`src/rtl/csa8_bist.sv`:
```
// csa8_bist: stimulus driver and response checker for an 8-bit adder.
// Optional: define CSA8_BIST_STOP_ON_FAIL_EN to end a run on the first mismatch.
module csa8_bist #(
  parameter int          LAT         = 1,
  parameter int          NUM_VECTORS = 256,
  parameter logic [7:0]  SEED        = 8'hA5
) (
  input  logic       clk,
  input  logic       rst,
  input  logic       start,
  output logic [7:0] op_a,
  output logic [7:0] op_b,
  input  logic [7:0] dut_sum,
  input  logic       dut_cout,
  output logic       busy,
  output logic       done,
  output logic       pass,
  output logic [7:0] err_count,
  output logic [8:0] vec_count,
  output logic [7:0] fail_a,
  output logic [7:0] fail_b
);

  typedef enum logic [2:0] {
    IDLE,
    DRIVE,
    WAIT,
    CHECK,
    FIN
  } state_t;

  // An all-zero seed would lock the LFSR, so it is promoted to 1.
  localparam logic [7:0] SEED_EFF  = (SEED == 8'h00) ? 8'h01 : SEED;
  localparam logic [3:0] WAIT_INIT = 4'(LAT - 1);
  localparam logic [8:0] LAST_VEC  = 9'(NUM_VECTORS - 1);

  state_t     state;
  logic [7:0] lfsr;
  logic [3:0] wcnt;

  logic [8:0] expected;
  logic       mismatch;
  logic [7:0] err_next;
  logic [7:0] lfsr_next;
  logic       last_vec;
  logic       stop_now;

  // Reference add, error tally and LFSR step for the current vector.
  always_comb begin
    expected  = {1'b0, op_a} + {1'b0, op_b};
    mismatch  = (expected != {dut_cout, dut_sum});
    err_next  = err_count;
    if (mismatch && (err_count != 8'hFF))
      err_next = err_count + 8'd1;
    lfsr_next = {1'b0, lfsr[7:1]} ^ (lfsr[0] ? 8'hB8 : 8'h00);
    last_vec  = (vec_count == LAST_VEC);
`ifdef CSA8_BIST_STOP_ON_FAIL_EN
    stop_now  = mismatch;
`else
    stop_now  = 1'b0;
`endif
  end

  // Sequencer: drive, wait for the adder, check, repeat.
  always_ff @(posedge clk or posedge rst) begin
    if (rst) begin
      state     <= IDLE;
      lfsr      <= SEED_EFF;
      wcnt      <= 4'd0;
      op_a      <= 8'd0;
      op_b      <= 8'd0;
      busy      <= 1'b0;
      done      <= 1'b0;
      pass      <= 1'b0;
      err_count <= 8'd0;
      vec_count <= 9'd0;
      fail_a    <= 8'd0;
      fail_b    <= 8'd0;
    end else begin
      unique case (state)
        IDLE, FIN: begin
          if (start) begin
            state     <= DRIVE;
            lfsr      <= SEED_EFF;
            busy      <= 1'b1;
            done      <= 1'b0;
            pass      <= 1'b0;
            err_count <= 8'd0;
            vec_count <= 9'd0;
            fail_a    <= 8'd0;
            fail_b    <= 8'd0;
          end
        end
        DRIVE: begin
          op_a  <= lfsr;
          op_b  <= vec_count[7:0];
          lfsr  <= lfsr_next;
          wcnt  <= WAIT_INIT;
          state <= WAIT;
        end
        WAIT: begin
          if (wcnt == 4'd0)
            state <= CHECK;
          else
            wcnt <= wcnt - 4'd1;
        end
        CHECK: begin
          err_count <= err_next;
          vec_count <= vec_count + 9'd1;
          if (mismatch && (err_count == 8'd0)) begin
            fail_a <= op_a;
            fail_b <= op_b;
          end
          if (last_vec || stop_now) begin
            state <= FIN;
            busy  <= 1'b0;
            done  <= 1'b1;
            pass  <= (err_next == 8'd0);
          end else begin
            state <= DRIVE;
          end
        end
        default: state <= IDLE;
      endcase
    end
  end

endmodule

```
`config.mk`:
```
export PLATFORM = sky130hd
export DESIGN_NAME = csa8_bist
export DESIGN_NICKNAME = d
export VERILOG_FILES = /design/src/rtl/csa8_bist.sv
export SDC_FILE = /design/constraint.sdc
export NUM_CORES = 1
export LEC_CHECK = 0
export ABC_AREA = 0
export BUFFER_PORTS_ARGS = -buffer_cell sky130_fd_sc_hd__buf_2
export CAP_MARGIN = 20
export CORE_MARGIN = 5
export CORE_UTILIZATION = 50
export CTS_BUF_LIST = sky130_fd_sc_hd__clkbuf_4
export DETAILED_ROUTE_END_ITERATION = 6
export MAX_ROUTING_LAYER = met4
export PLACE_DENSITY = 0.74
export RECOVER_POWER = 25
export SLEW_MARGIN = 0
export SYNTH_ARGS = -nofsm -noshare
export SYNTH_HDL_FRONTEND = slang
export SYNTH_SLANG_ARGS = --single-unit
```
`constraint.sdc`:
```
create_clock -name clk -period 2.8 [get_ports clk]
set_input_delay 0 -clock clk [delete_from_list [all_inputs] [get_ports clk]]
set_output_delay 0 -clock clk [all_outputs]
set_load 0.01 [all_outputs]
```
==> flow_summary.rst <==
.. list-table::
   :header-rows: 1

   * - Metric
     - Value
   * - Result of the run
     - completed
   * - Ratio of total power to cell area
     - slightly above 1000 nW/um^2
   * - Fill cell instance count of the final layout
     - about 640
   * - Number of flops mapped to enable cells by yosys
     - 0
   * - Post-synthesis cell count
     - 397
   * - CTS root buf
     - sky130_fd_sc_hd__clkbuf_4
   * - 1st-iter DRT viols
     - roughly 180
   * - Highest Clock Rate
     - approximately 370 MHz
   * - Final Core Density
     - between 50 and 60%
   * - Nets in the synthesized netlist
     - 424
   * - Maximum capacitance violations
     - 0
   * - Area of the die
     - between 9000 and 10000 um^2
   * - TritonCTS clock tree
     - yes
   * - Critical-path maximum fanout
     - 16
   * - Dominant combinational cell family by area after synthesis
     - simple AND/OR/NAND/NOR gates
   * - Arithmetic-cell share of the synthesized area counting full adders, half adders and majority gates
     - 5.30%
   * - Simple-gate share of the synthesized area
     - 19.0%
   * - Worst min-delay path category
     - primary input to flop
   * - Highest cell delay on the worst timing path
     - 0.46 ns
   * - Setup repair after global routing missed its margin
     - yes
   * - Minimum period implied by the final worst setup slack
     - between 2 and 3 ns
   * - Gp weighted congestion
     - approximately 0.9
   * - Vias per cell
     - about 5.4
   * - Multiplexer fraction of the synthesized cell area
     - under 10%
   * - Clock latency reported for the late side of the worst-skew pair
     - around 0.43 ns
   * - Global-route usage over all layers
     - between 20% and 30%
   * - Vertical die dimension
     - around 96 um
   * - Worst-case clock buffer depth
     - 2
   * - CTS Sinks
     - 67
   * - Antenna violations before repair
     - 0
   * - Sum of overflow across all layers after global routing
     - 0
   * - Vias in the first global route
     - 2858
   * - Async set-or-reset flop fraction in the synthesized netlist
     - 100%
   * - Diodes inserted
     - 0
   * - Worst-margin pin slew
     - about 1.2 ns
   * - Number of CTS-inserted buffers
     - 9
   * - Xor and xnor fraction of the mapped netlist area
     - ~5.0%
   * - Vias
     - slightly above 3000
   * - Synth Flop Type
     - sky130_fd_sc_hd__dfrtp_1
   * - Antenna Nets Post-Route
     - 0
   * - Yosys cell types
     - 62
   * - Slowest stage cell on the critical path
     - sky130_fd_sc_hd__dfrtp_1
   * - Pin count of the biggest net entering global routing
     - 33
   * - Final Total Pwr
     - 0.00444 W
   * - Family with the most delay on the worst path
     - simple AND/OR/NAND/NOR gates
   * - Buf/Inv on CP
     - 1
   * - Reported leakage power
     - 2.11 nW
   * - Required time worst endpoint
     - 3.12 ns
   * - Number of placement rows
     - 31
   * - Die Span X
     - approximately 96 um
   * - Nature of the critical path startpoint
     - flop
   * - Number of max-slew violations in the final report
     - 0
   * - I/O pin cnt
     - between 60 and 70
   * - Global-route wire length before repair
     - between 10 and 15 mm
   * - Proportion of layout cells with a drive suffix above 1
     - 22.2%
   * - Fin. Hold Viols
     - 0
   * - Largest clock skew in the final design
     - 0.0143 ns
   * - Worst path arrival time
     - 3.05 ns
   * - Final wirelength
     - ~9 mm
   * - Number of warnings reported in the yosys synthesis log
     - 0
   * - Setup Viol. Count Final
     - 0
   * - Final worst path period share
     - a little over nine tenths
   * - Synthesized area divided by synthesized cell count
     - between 9 and 10 um^2
   * - Endpoint class of the critical path
     - flop
   * - Tightest slew margin relative to the limit
     - about a fifth
   * - Post-DP HPWL
     - about 6.5 mm
   * - Synth Cell Area
     - approximately 3700 um^2
   * - Series of cell instances along the critical path
     - ha_2 > nand2_2 > or3b_4 > a211oi_2 > o211ai_4 > or2_4 > a21o_1 > buf_12 > mux2i_1
   * - Remaining design rule violation count
     - 0
   * - Nets
     - ~500
   * - Setup TNS
     - 0 ns
   * - Number of buffers inserted by port buffering
     - 63
   * - Setup CP Type
     - flop to flop
   * - Compound-cell area share of the yosys netlist
     - between 10% and 20%
   * - Starting density of the core
     - between 50% and 60%
   * - Wire length per cell after detailed routing
     - around 15 um
   * - Number of synthesized register bits
     - 67
   * - Core region area
     - about 7200 um^2
   * - H-tree level count
     - 3
   * - Total iterations of the first detailed-routing run
     - 4
   * - Maximum vdd drop
     - between 0.4 and 0.5 mV
   * - Clock slew seen by the registers of the worst setup and hold paths
     - about 0.13 ns
   * - Area growth from synthesis to layout
     - 17.4%
   * - Sequential element share of the synthesized area
     - between 40% and 50%
==> area by class of cell <==
type / count / area, um^2 / area share [%]
multi-input cells: 287 / 1840 / 42.6
flip-flops and latches: 67 / 1680 / 38.9
repair buffers: 78 / 428 / 9.90
well taps: 99 / 124 / 2.87
inverters: 26 / 97.6 / 2.26
clock inverters: 7 / 83.8 / 1.94
clock buffers: 9 / 67.6 / 1.56
==> final timing paths <==
path,cells past startpoint,slack [ns],end,start
worst max-delay path,9,0.07,fail_b[2],op_a[3]
worst min-delay path,3,0.29,state[2],start
worst max register to register,9,0.07,fail_b[2],op_a[3]
worst min register to register,1,0.49,state[1],state[2]
max in group asynchronous,4,0.97,fail_a[2],rst
min in group asynchronous,3,0.41,op_b[4],rst
==> tightest hold or removal path, delay by kind of cell <==
family / cells / cell delay (ns)
buffers and inverters: 2 / 0.62
AO/OA/AOI/OAI: 1 / 0.06
==> cells in the final DEF, fill, tap and decap left out, types with 3 or more instances in the layout <==
master and instances:
sky130_fd_sc_hd__inv_1 26, sky130_fd_sc_hd__buf_2 52, sky130_fd_sc_hd__ha_2 3, sky130_fd_sc_hd__or3_1 3
sky130_fd_sc_hd__o211ai_1 3, sky130_fd_sc_hd__mux2i_1 20, sky130_fd_sc_hd__clkbuf_1 12, sky130_fd_sc_hd__xnor2_1 14
sky130_fd_sc_hd__o21ai_1 4, sky130_fd_sc_hd__buf_4 11, sky130_fd_sc_hd__clkbuf_4 9, sky130_fd_sc_hd__a21o_1 3
sky130_fd_sc_hd__a21oi_1 18, sky130_fd_sc_hd__nand2_1 96, sky130_fd_sc_hd__nor2_1 16, sky130_fd_sc_hd__nand3_1 9
sky130_fd_sc_hd__a22o_1 3, sky130_fd_sc_hd__dfrtp_1 63, sky130_fd_sc_hd__o31ai_1 3, sky130_fd_sc_hd__xor2_1 4
sky130_fd_sc_hd__o41ai_1 3, sky130_fd_sc_hd__and3_1 9, sky130_fd_sc_hd__nor3_1 3, sky130_fd_sc_hd__ha_1 11
sky130_fd_sc_hd__or2_2 3, sky130_fd_sc_hd__dfstp_2 4, sky130_fd_sc_hd__o21ai_0 18
==> logic make-up after synthesis <==
kind of cell    after synthesis
compound gates               77
xor+xnor                     20
fa+ha+maj                    15
buf+inv                      43
flops                        67
mux                          20
simple gates                155
==> synthesized netlist by cell type (2+ instances only) <==
master                     count  share of area (%)
sky130_fd_sc_hd__nand2_1      96                9.8
sky130_fd_sc_hd__dfrtp_1      63                 43
sky130_fd_sc_hd__inv_1        26                2.7
sky130_fd_sc_hd__o21ai_0      21                2.9
sky130_fd_sc_hd__mux2i_1      20                5.4
sky130_fd_sc_hd__a21oi_1      18                2.4
sky130_fd_sc_hd__nor2_1       16                1.6
sky130_fd_sc_hd__xnor2_1      15                3.6
sky130_fd_sc_hd__ha_1         14                4.8
sky130_fd_sc_hd__clkbuf_1     10                1.0
sky130_fd_sc_hd__and3_1        9                1.5
sky130_fd_sc_hd__nand3_1       9                1.2
sky130_fd_sc_hd__dfstp_2       4                2.9
sky130_fd_sc_hd__xor2_1        4               0.95
sky130_fd_sc_hd__a21o_1        3               0.61
sky130_fd_sc_hd__a22o_1        3               0.71
sky130_fd_sc_hd__a31oi_1       3               0.51
sky130_fd_sc_hd__nor3_1        3               0.41
sky130_fd_sc_hd__o211ai_1      3               0.61
sky130_fd_sc_hd__o31ai_1       3               0.61
sky130_fd_sc_hd__o41ai_1       3               0.71
sky130_fd_sc_hd__or2_2         3               0.51
sky130_fd_sc_hd__or3_1         3               0.51
sky130_fd_sc_hd__a211oi_2      2               0.68
sky130_fd_sc_hd__and2_1        2               0.34
sky130_fd_sc_hd__and4_1        2               0.48
sky130_fd_sc_hd__nor4_1        2               0.34
sky130_fd_sc_hd__o21a_1        2               0.41
sky130_fd_sc_hd__o22a_1        2               0.48
==> power breakdown <==
group | switching (W) | total, W | internal [W] | leakage (nW)
registers | 0.000347 | 0.00164 | 0.00129 | 0.878
logic | 0.00123 | 0.00211 | 0.000881 | 1.15
clock network | 0.000402 | 0.000689 | 0.000287 | 0.0790
total | 0.00197 | 0.00444 | 0.00246 | 2.11
==> routing by layer <==
metal	up-vias	GRT usage, %	routed length, um
met4	0	9.00	155
met5	-	-	0
met2	122	29.2	3850
li1	1501	-	-
met3	17	3.99	686
met1	1464	27.9	4080
==> metrics by stage <==
| step | cell area [um^2] | std cells | worst slack (ns) | hold WS [ns] |
|---|---|---|---|---|
| 6_report | 4320 | 573 | 0.0711 | 0.288 |
| 5_1_grt | 4320 | 573 | -0.0696 | 0.310 |
| 4_1_cts | 4280 | 570 | 0.0170 | 0.204 |
| 3_5_place_dp | 4110 | 552 | 0.0370 | 0.132 |
| 3_3_place_gp | 4110 | 552 | 0.117 | 0.131 |
| 2_1_floorplan | 3690 | 397 | 0.0198 | 0.0840 |
==> repair_timing <==
item | in CTS | in global routing
setup endpoints to repair | 0 | 25
resized for setup | 0 | 10
hold endpoints to repair | 29 | 0
setup buffers | 0 | 3
hold buffers | 2 | 0
==> flip-flops by register name, indices dropped and copies added (netlist names) <==
register,count
pass,1
lfsr,8
op_a,8
wcnt,4
done,1
vec_count,9
fail_a,8
busy,1
state,3
op_b,8
fail_b,8
err_count,8
No activity file was read; power rests on OpenSTA's default activity.
